### config.mk
export PLATFORM = sky130hd
export DESIGN_NAME = pipeline_ctrl
export DESIGN_NICKNAME = d
export VERILOG_FILES = /design/src/rtl/cpu_pkg.sv /design/src/rtl/hazard_detect.sv /design/src/rtl/pipeline_ctrl.sv
export SDC_FILE = /design/constraint.sdc
export NUM_CORES = 1
export LEC_CHECK = 0
export ABC_AREA = 0
export CORE_UTILIZATION = 41
export CTS_CLUSTER_SIZE = 25
export DETAILED_ROUTE_END_ITERATION = 12
export PLACE_DENSITY = 0.78
export SLEW_MARGIN = 30
export SYNTH_ARGS = -nofsm -noshare
export SYNTH_HDL_FRONTEND = slang
export SYNTH_SLANG_ARGS = --single-unit
### constraint.sdc
create_clock -name clk -period 1.78 [get_ports clk]
set_input_delay 0.267 -clock clk [delete_from_list [all_inputs] [get_ports clk]]
set_output_delay 0.267 -clock clk [all_outputs]
set_load 0.02 [all_outputs]
### src/rtl/cpu_pkg.sv
// Shared definitions for the pipeline control slice: widths, the instruction
// register-field positions and the controller state encoding.
package cpu_pkg;

    localparam int unsigned INSTR_W = 8;
    localparam int unsigned REG_W   = 2;
    localparam int unsigned CNT_W   = 8;

    // Source register fields inside the ID instruction
    localparam int unsigned RS_MSB = 3;
    localparam int unsigned RS_LSB = 2;
    localparam int unsigned RT_MSB = 1;
    localparam int unsigned RT_LSB = 0;

    localparam logic [CNT_W-1:0] CNT_MAX = '1;

    typedef enum logic [1:0] {
        RUN      = 2'd0,
        MEM_WAIT = 2'd1,
        HALT     = 2'd2
    } state_t;

endpackage

### src/rtl/hazard_detect.sv
// Combinational load-use detector: the ID instruction reads a register the
// load currently in EX has not yet returned.
module hazard_detect
    import cpu_pkg::*;
(
    input  logic [INSTR_W-1:0] id_instruction,
    input  logic               id_rs_used,
    input  logic               id_rt_used,
    input  logic               ex_is_load,
    input  logic [REG_W-1:0]   ex_rd,
    output logic               load_use_c
);

    logic [REG_W-1:0] rs;
    logic [REG_W-1:0] rt;
    logic             rs_hit;
    logic             rt_hit;
    logic             unused_opcode;

    assign rs = id_instruction[RS_MSB:RS_LSB];
    assign rt = id_instruction[RT_MSB:RT_LSB];

    // Opcode bits carry no register dependency
    assign unused_opcode = ^id_instruction[INSTR_W-1:RS_MSB+1];

    assign rs_hit     = id_rs_used && (rs == ex_rd);
    assign rt_hit     = id_rt_used && (rt == ex_rd);
    assign load_use_c = ex_is_load && (rs_hit || rt_hit);

endmodule

### src/rtl/pipeline_ctrl.sv
// Pipeline controller: combinational stall/flush/hold decisions from the
// RUN / MEM_WAIT / HALT state plus a saturating stall-cycle counter.
module pipeline_ctrl
    import cpu_pkg::*;
(
    input  logic               clk,
    input  logic               rst,
    input  logic [INSTR_W-1:0] id_instruction,
    input  logic               id_rs_used,
    input  logic               id_rt_used,
    input  logic               ex_is_load,
    input  logic [REG_W-1:0]   ex_rd,
    input  logic               ex_branch_taken,
    input  logic               mem_busy,
    input  logic               irq,
    input  logic               id_is_halt,
    output logic               pc_write_en,
    output logic               if_id_stall,
    output logic               if_id_flush,
    output logic               id_ex_flush,
    output logic               ex_mem_hold,
    output logic               halted,
    output logic [CNT_W-1:0]   stall_cycles
);

    state_t state;
    state_t state_next;
    logic   load_use;
    logic   stall_req;
    logic   flush_req;

    hazard_detect u_hazard_detect (
        .id_instruction (id_instruction),
        .id_rs_used     (id_rs_used),
        .id_rt_used     (id_rt_used),
        .ex_is_load     (ex_is_load),
        .ex_rd          (ex_rd),
        .load_use_c     (load_use)
    );

    always_ff @(posedge clk) begin
        if (rst) begin
            state <= RUN;
        end else begin
            state <= state_next;
        end
    end

    // Next state and control outputs; reset overrides everything
    always_comb begin
        state_next  = state;
        pc_write_en = 1'b1;
        stall_req   = 1'b0;
        flush_req   = 1'b0;
        id_ex_flush = 1'b0;
        ex_mem_hold = 1'b0;
        halted      = 1'b0;

        case (state)
            RUN: begin
                if (ex_branch_taken) begin
                    flush_req   = 1'b1;
                    id_ex_flush = 1'b1;
                end else if (mem_busy) begin
                    pc_write_en = 1'b0;
                    stall_req   = 1'b1;
                    ex_mem_hold = 1'b1;
                    state_next  = MEM_WAIT;
                end else if (load_use) begin
                    pc_write_en = 1'b0;
                    stall_req   = 1'b1;
                    id_ex_flush = 1'b1;
                end else if (id_is_halt) begin
                    id_ex_flush = 1'b1;
                    state_next  = HALT;
                end
            end
            MEM_WAIT: begin
                if (mem_busy) begin
                    pc_write_en = 1'b0;
                    stall_req   = 1'b1;
                    ex_mem_hold = 1'b1;
                end else begin
                    state_next = RUN;
                end
            end
            HALT: begin
                halted = 1'b1;
                if (irq) begin
                    flush_req  = 1'b1;
                    state_next = RUN;
                end else begin
                    pc_write_en = 1'b0;
                    stall_req   = 1'b1;
                end
            end
            default: begin
                state_next = RUN;
            end
        endcase

        if (rst) begin
            state_next  = RUN;
            pc_write_en = 1'b0;
            stall_req   = 1'b0;
            flush_req   = 1'b1;
            id_ex_flush = 1'b1;
            ex_mem_hold = 1'b0;
            halted      = 1'b0;
        end
    end

    // A flush discards the IF/ID contents, so it wins over holding them
    always_comb begin
        if_id_flush = flush_req;
        if_id_stall = stall_req && !flush_req;
    end

    always_ff @(posedge clk) begin
        if (rst) begin
            stall_cycles <= '0;
        end else if (if_id_stall && (stall_cycles != CNT_MAX)) begin
            stall_cycles <= stall_cycles + CNT_W'(1);
        end
    end

endmodule

**Yosys cells after proc, flatten, opt, wreduce, memory -nomap -nowiden**

Index checks and enable logic that the tools add are counted.

- $add $sub $neg: 1
- Eq/ne operators: 10
- Multiplexer cells: 35
- Reduce and logical (&&, ||, !) cells: 9

Operators by type and width:

| kind | number |
|---|---|
| 1-bit 2-to-1 mux | 24 |
| 2-bit 2-to-1 mux | 6 |
| 8-bit by 1-bit adder with 8-bit output (second input constant) | 1 |
| 8-bit != test (second input constant) | 1 |
| 2-bit != test (second input constant) | 3 |
| 3-bit != test (second input constant) | 2 |
| 1-bit one-hot mux with 3 select lines | 2 |
| 2-bit one-hot mux with 3 select lines | 1 |
| 1-bit logical AND | 5 |
| 5-bit AND reduction | 1 |
| 2-bit == test | 2 |
| 1-bit one-hot mux with 2 select lines | 2 |
| 2-bit by 1-bit == test with 1-bit output (second input constant) | 1 |
| 2-bit == test (second input constant) | 1 |
| 2-bit zero test | 1 |
| 1-bit zero test | 1 |
| 1-bit logical OR | 1 |

- Flip-flop bits (word level): 10
- Output and inout port bits: 14
- Logic and storage cells: 57

**Depth between registers and ports, before layout**

Gate-level depths: netlist of run 1.

- Word-level depth: 11
- Gate-level depth with buffers: 6
- Depth with buffers taken out: 6

**By module**

Synthesis of run 1 repeated with hierarchy kept, for this count alone.

- Cell total of the unflattened synthesis: 78
- Area total of the unflattened synthesis: 678.2 um2

By module, submodules not included:

| module | instances | cells an instance | area an instance (um2) | sequential area each (um2) |
|---|---|---|---|---|
| pipeline_ctrl | 1 | 69 | 619.3 | 200.2 |
| hazard_detect | 1 | 9 | 58.8 | 0.0 |

**Least setup slack after synthesis of run 1**

No wires, ideal clock.

- Kind: register -> register
- Start point: register stall_cycles[0]
- End point: register stall_cycles[5]
- Setup time: 0.121 ns
- Data arrival time: 1.696 ns
- Path slack: -0.036 ns
- Cell stages (with the launch flop): 7
- Cell sequence: dfxtp_1 ha_1 nand2_1 nor3_1 nor2_1 o211ai_1 mux2_2

- Longest elaborated chain between the ends: 2
- Elaborated cells between the ends (all ways): 3
- Those cells by class: add/sub: 1; eq/ne: 1; reduce/logical: 1

Ends and longest elaborated chain:

| element | line | source |
|---|---|---|
| start, declared | pipeline_ctrl.sv:23 | `output logic [CNT_W-1:0] stall_cycles` |
| start signal, assigned | pipeline_ctrl.sv:123 | `stall_cycles <= stall_cycles + CNT_W'(1);` |
| branches (longest 2 deep; another with 8-bit by 1-bit adder with 8-bit output) | n/a |  |

Parallel ways; which one is timed is not known.
A chain may end at the register's enable or synchronous reset.

**Worst setup path after layout of run 1**

- Start point: input id_rt_used
- End point: output if_id_stall

- Longest elaborated chain between the ends: 9

Ends and longest elaborated chain:

| element | line | source |
|---|---|---|
| start, declared | pipeline_ctrl.sv:10 | `input logic id_rt_used,` |
| 1-bit logical AND | hazard_detect.sv:27 | `assign rt_hit = id_rt_used && (rt == ex_rd);` |
| 1-bit logical OR | hazard_detect.sv:28 | `assign load_use_c = ex_is_load && (rs_hit \|\| rt_hit);` |
| 1-bit logical AND | hazard_detect.sv:28 |  |
| 1-bit 2-to-1 mux | pipeline_ctrl.sv:69 | `end else if (load_use) begin` |
| 1-bit 2-to-1 mux | pipeline_ctrl.sv:64 | `end else if (mem_busy) begin` |
| 1-bit 2-to-1 mux | pipeline_ctrl.sv:61 | `if (ex_branch_taken) begin` |
| 1-bit one-hot mux with 3 select lines | pipeline_ctrl.sv:59 | `case (state)` |
| 1-bit 2-to-1 mux | pipeline_ctrl.sv:102 | `if (rst) begin` |
| 1-bit logical AND | pipeline_ctrl.sv:116 | `if_id_stall = stall_req && !flush_req;` |
| end, declared | pipeline_ctrl.sv:18 | `output logic if_id_stall,` |

No other way between the ends.

==> summary.md, run 1 <==
| Metric | Value |
|---|---|
| Status | complete, no violations |
| Chip width | approximately 45 um |
| Dpl cells | about 160 |
| Pleak | about 0.59 nW |
| Number of synthesized register bits | 10 |
| Req. time, crit path | 1.51 ns |
| CP Class | in2out |
| CTS tree | built |
| Initial core utilization | 44.1% |
| Clock skew | between 0.002 and 0.003 ns |
| # fillers | approximately 130 |
| PortBufs | 28 |
| Clock latency on the worst-skew pair | roughly 0.26 ns |
| Non-filler cells, final | around 170 |
| H-tree Lvls | 1 |
| RSZ-0062 raised after global routing | true |
| Vias in the first global route | around 840 |
| Avg Cell Area, Syn | 8.27 um^2 |
| Mapped cell area | 769 um^2 |
| Post-synth EDFFs | 0 |
| Drt wl/cell | between 10 and 15 um |
| Post-layout min period | 1.74 ns |
| Critical path data arrival time | around 1.5 ns |
| Dpl ws | -0.670 ns |
| Power Dens Cells | 476 nW/um^2 |
| Die Height | 45.3 um |
| Register area | ~200 um^2 |
| Total power | 0.614 mW |
| DR vias/cell | 5.35 |
| Post-synthesis compound-gate area fraction | roughly 18% |
| Cell chain of the critical path | clkdlybuf4s50_1, nand3_2, a21oi_2, or2_4, nor3b_4, buf_6 |
| Commonest cells in the netlist | dfxtp_1, nor2_1, nand2b_1, nand3_1 |
| Die area | just over 2000 um^2 |
| Grt total ovfl | 0 |
| First-pass GRT wire length | between 3000 and 4000 um |
| Core area | 1750 um^2 |
| VDD IR max | roughly 350 uV |
| Final setup fails | 0 |
| Post-Synth Adder-Cell Area | around 1.6% |
| CTS Hold Bufs | 0 |
| WL final | between 2000 and 2500 um |
| Synth area leader | dfxtp_1 |
| Library cells used by synthesis | 36 |
| Pin count of the biggest net entering global routing | 11 |
| Syn_nets | 113 |
| Crit path capture type | output port |
| Final Max Slew Viols | 0 |
| Ports | 33 |
| Layout net count | about 160 |
| Slowest-stage cell, CP | clkdlybuf4s50_1 |
| Worst setup margin | just under 0.04 ns |
| Antenna Nets Post-Route | 0 |
| Portion of netlist area occupied by mux cells | 11.4% |
| Sequential area share after synthesis | a little over a quarter |
| Iter 0 DRT Violations | 14 |
| Synth Flop Type | dfxtp_1 |
| Drt first pass iters | 4 |
| Xor and xnor fraction of the mapped netlist area | ~4.6% |
| Antenna violations before repair | 0 |
| Multi-input logic area | between 500 and 600 um^2 |
| Mapped Cells | just over 90 |
| Residual DRC count | 0 |
| CP Max Fanout | 3 |
| Row Count | 15 |
| Hold crit path type | in2reg |
| Worst slew margin | 78.4% |
| Hpwl dp | 1600 um |
| Worst hold slack | a little over 0.5 ns |
| Inserted Diodes | 0 |
| Simple-gate share of the synthesized area | between 30% and 40% |
| Detailed-route via count | slightly below 900 |
| Worst setup SP type | input pin |
| Final Wtd Congestion | between 0.7 and 0.8 |
| Root buf cell | clkbuf_4 |
| Synth async-reset ratio | 0% |
| CTS Buf Count | 3 |
| Layout area overhead | 67.8% |
| Largest family of logic cells by synthesized area | simple AND/OR/NAND/NOR gates |
| Max Buffers Root-to-Sink | 2 |
| Total of max-cap violations | 0 |
| Top-count cell post-synth | dfxtp_1 |
| Crit share post-route | 97.8% |
| Slowest stage delay, CP | 0.47 ns |
| Post-synth top area share | about a quarter |
| Max frequency | 0.574 GHz |
| Slew @ Worst Pin | 0.321 ns |
| GRT Total Usage | 23.1% |
| Final Hold Viols | 0 |
| Reg clk slew, reported paths | approximately 0.07 ns |
| Top cells by area, synth | dfxtp_1, mux2i_1, nand2b_1 |
| Clk sinks | 10 |
| Ys Warns | 0 |
| Ratio of cells with drive above 1 in the final layout | a little over a third |
flip-flops by register name, indices dropped and copies added, names as in the netlist:
| name | count |
|---|---|
| stall_cycles | 8 |
| state | 2 |
per-stage QoR:
step | TNS, ns | cell area [um^2] | utilization, %
floorplan | 0 | 774 | -
global placement | -3.91 | 1220 | 69.8
detailed placement | -4.32 | 1220 | 69.8
CTS | -0.0372 | 1230 | 70.5
global route | -0.101 | 1290 | 74.0
finish | 0 | 1290 | 74.0
cells by family (layout without fill, tap and decap cells):
family                   Yosys count  after routing
AO/OA/AOI/OAI                     19             19
AND/OR/NAND/NOR                   42             42
XOR/XNOR                           4              4
adder cells (fa/ha/maj)            1              1
buffers and inverters              9             58
multiplexers                       8              8
flip-flops                        10             10
where the power goes:
part	switching, mW	leakage (nW)	total, mW	internal [mW]
clock	0.0805	0.0138	0.159	0.0781
combinational	0.104	0.490	0.221	0.118
sequential	0.00413	0.0810	0.234	0.230
total	0.188	0.585	0.614	0.426
routing by layer:
metal	share of wire (%)	vias to the layer above	GRT usage [%]
li1	-	439	-
met1	42	415	26.6
met2	51	35	39.4
met3	5.0	4	5.20
met5	0	-	0
met4	1.7	0	12.1
timing repair:
item | 4_1_cts | 5_1_grt
setup buffers | 0 | 1
resized for setup | 30 | 21
pin swaps | 7 | 15
endpoints found under the setup margin | 7 | 10
final timing paths:
kind	from	to	slack, ns	cells after the start
max reg2reg	state[0]$_SDFFE_PP0P_	stall_cycles[7]$_SDFFE_PP0P_	0.06	7
min reg2reg	stall_cycles[4]$_SDFFE_PP0P_	stall_cycles[4]$_SDFFE_PP0P_	0.52	1
min	rst	stall_cycles[6]$_SDFFE_PP0P_	0.50	3
max	id_rt_used	if_id_stall	0.04	6
worst max-delay path, delay by kind of cell:
family	cells	cell delay, ns
simple gates	3	0.43
buf+inv	2	0.62
compound gates	1	0.15
layout by cell type, fill, tap and decap left out, types with 4 or more instances in the layout:
cell type        count
clkdlybuf4s50_1     12
nand2b_1             6
buf_4               23
inv_1                5
mux2i_1              5
dfxtp_1             10
nand3_1              4
nor2_1               7
dlymetal6s2s_1       4
dlygate4sd2_1        5
final cells by class:
class,instances,share of cell area (%)
clock buffers,3,1.74
inverters,5,1.45
multi-input cells,74,45.3
flip-flops and latches,10,15.5
well taps,25,2.42
repair buffers,50,33.5
(Power assumes the default switching activity.)
==> inputs of run 2 (changes only) <==
Settings changed: CORE_UTILIZATION 41 to 38, PLACE_DENSITY 0.78 to 0.73.
==> summary.md, run 2 (synthesis results as in run 1) <==
| Metric | Value |
|---|---|
| CTS Hold Bufs | 0 (unchanged) |
| Hold wc startpoint | mem_busy |
| Final Util | 73.1% (-0.85 points) |
| CTS tree | built |
| Final Hold Viols | 0 (unchanged) |
| Chip width | 47 um (+3.7%) |
| Root buf cell | clkbuf_4 |
| Non-filler cells, final | 172 (+3.0%) |
| Ports | 33 (unchanged) |
| Most common cell after layout, fill and taps aside | buf_4 |
| Detailed-route via count | 895 (+0.22%) |
| CP Class | in2out |
| Dpl ws | -0.640 ns (+0.0299 ns) |
| Max Buffers Root-to-Sink | 2 (unchanged) |
| Worst slew margin | 79.6% (+1.2 points) |
| Largest register FFs | 8 (unchanged) |
| Dpl cells | 163 (unchanged) |
| H-tree Lvls | 1 (unchanged) |
| DR vias/cell | 5.20 (-2.7%) |
| Vias in the first global route | 814 (-2.5%) |
| Drt first pass iters | 4 (unchanged) |
| Worst path depth | 6 (unchanged) |
| Slowest stage delay, CP | 0.48 ns (about the same) |
| Register area | 200 um^2 (unchanged) |
| CP delay by family, top | buffers and inverters |
| Row Count | 15 (unchanged) |
| Max frequency | 0.560 GHz (-2.5%) |
| CP bufs+invs | 2 (unchanged) |
| Worst setup margin | -0.00648 ns (-0.0453 ns) |
| Register-to-Register Path Depth | 7 (unchanged) |
| Initial core utilization | 42.3% (-1.8 points) |
| Pin count of the biggest net entering global routing | 9 (-2) |
| Most Crowded Layer GR | met2 |
| Registers with the most flip-flops | stall_cycles (8), state (2) |
| Status | complete, but fails checks |
| Worst setup SP type | input pin |
| Antenna violations before repair | 0 (unchanged) |
| VDD IR max | 289 uV (-18%) |
| Pleak | 0.580 nW (-0.86%) |
| Hpwl dp | 1560 um (-2.6%) |
| Grt total ovfl | 0 (unchanged) |
| Met3 GRT Util | 2.69% (-2.5 points) |
| Critical path data arrival time | 1.52 ns (+0.05 ns) |
| Clock latency on the worst-skew pair | 0.27 ns (about the same) |
| Failing checks | setup timing |
| Post-layout min period | 1.79 ns (+0.0453 ns) |
| Multi-input logic area | 596 um^2 (+1.7%) |
| Layout net count | 169 (+3.0%) |
| Hold path cells | 3 (unchanged) |
| Die area | 2210 um^2 (+7.6%) |
| Layout area overhead | 73.0% |
| PortBufs | 28 (unchanged) |
| Met2 usage | 37.2% (-2.2 points) |
| Slew @ Worst Pin | 0.303 ns (-0.0184 ns) |
| Ratio of cells with drive above 1 in the final layout | 40.8% (+4.9 points) |
| Iter 0 DRT Violations | 24 (+10) |
| GRT Total Usage | 20.3% (-2.7 points) |
| # fillers | 144 (+9.1%) |
| Clk sinks | 10 (unchanged) |
| Total power | 0.622 mW (+1.2%) |
| Reg2reg start | state[0]$_SDFFE_PP0P_ |
| Largest Register | stall_cycles |
| Setup_tns | -0.00648 ns (-0.00648 ns) |
| Most frequent cells in the layout | buf_4, clkdlybuf4s50_1, dfxtp_1 |
| Req. time, crit path | 1.51 ns (about the same) |
| Inserted Diodes | 0 (unchanged) |
| Power Dens Cells | 467 nW/um^2 (-1.8%) |
| Total of max-cap violations | 0 (unchanged) |
| Final setup fails | 1 (+1) |
| Residual DRC count | 0 (unchanged) |
| Antenna Nets Post-Route | 0 (unchanged) |
| Worst Setup SP | id_rt_used |
| CP Max Fanout | 3 (unchanged) |
| Slowest-stage cell, CP | clkdlybuf4s50_1 |
| Cell chain of the critical path | clkdlybuf4s50_1, nand3_2, a21oi_2, or2_2, nor3b_2, buf_4 |
| Hold crit path type | in2reg |
| Core area | 1820 um^2 (+4.3%) |
| Final Max Slew Viols | 0 (unchanged) |
| RSZ-0062 raised after global routing | true |
| Final Wtd Congestion | 0.811 (+3.8%) |
| First-pass GRT wire length | 3170 um (-7.1%) |
| Die Height | 47 um (+3.7%) |
| Drt wl/cell | 12.9 um (+1.1%) |
| CTS Buf Count | 3 (unchanged) |
| Crit share post-route | 100% (+2.5 points) |
| Clock skew | 0.000565 ns (-0.00231 ns) |
| Reg clk slew, reported paths | 0.07 ns (about the same) |
| WL final | 2220 um (+4.1%) |
| Crit path capture type | output port |
| Met1 Track Usage GR | 22.4% (-4.2 points) |
-- run 2: changes by cell type in the layout (fill, tap and decap cells not counted), moves of 2 or more --
cell,previous run,this run
nor2_1,7,5
xnor2_1,2,4
dlygate4sd2_1,5,9
nor2_2,1,3
xnor2_2,2,0
buf_4,23,30
clkbuf_2,2,0
dlymetal6s2s_1,4,1
-- run 2: power by group --
group,switching [mW],internal [mW]
clock network,0.0818,0.0782
registers,0.00461,0.230
logic,0.106,0.121
-- run 2: worst min-delay path: cells and delay by family --
family                 cells  cell delay [ns]
buffers and inverters      2             0.25
AND/OR/NAND/NOR            1             0.13
-- run 2: per-stage QoR --
step           cell area (um^2)  hold slack, ns
6_report                   1330           0.414
5_1_grt                    1330           0.447
4_1_cts                    1260           0.512
3_5_place_dp               1220           0.506
3_3_place_gp               1220           0.474
2_1_floorplan               774           0.413
-- run 2: per-layer routing --
layer	vias to the layer above	wire [um]
li1	447	-
met1	414	922
met2	30	1200
met3	4	75
met4	0	18
met5	-	0
-- run 2: path summary, 6_finish.rpt --
path	endpoint	slack (ns)
setup / recovery	if_id_stall	-0.006
hold / removal	state[0]$_SDFFE_PP0P_	0.41
setup reg to reg	stall_cycles[7]$_SDFFE_PP0P_	0.04
hold reg to reg	stall_cycles[4]$_SDFFE_PP0P_	0.51
-- run 2: repair_timing --
item,in CTS,in global routing
gates resized for setup,39,15
buffers inserted,3,3
endpoints found under the setup margin,7,6
pin swaps,8,9
endpoints found under the hold margin,0,0
-- run 2: final cells by class --
type	instances	area share (%)
flip-flops and latches	10	15.0
clock buffers	3	1.69
well taps	25	2.35
repair buffers	55	34.8
inverters	5	1.41
multi-input cells	74	44.7
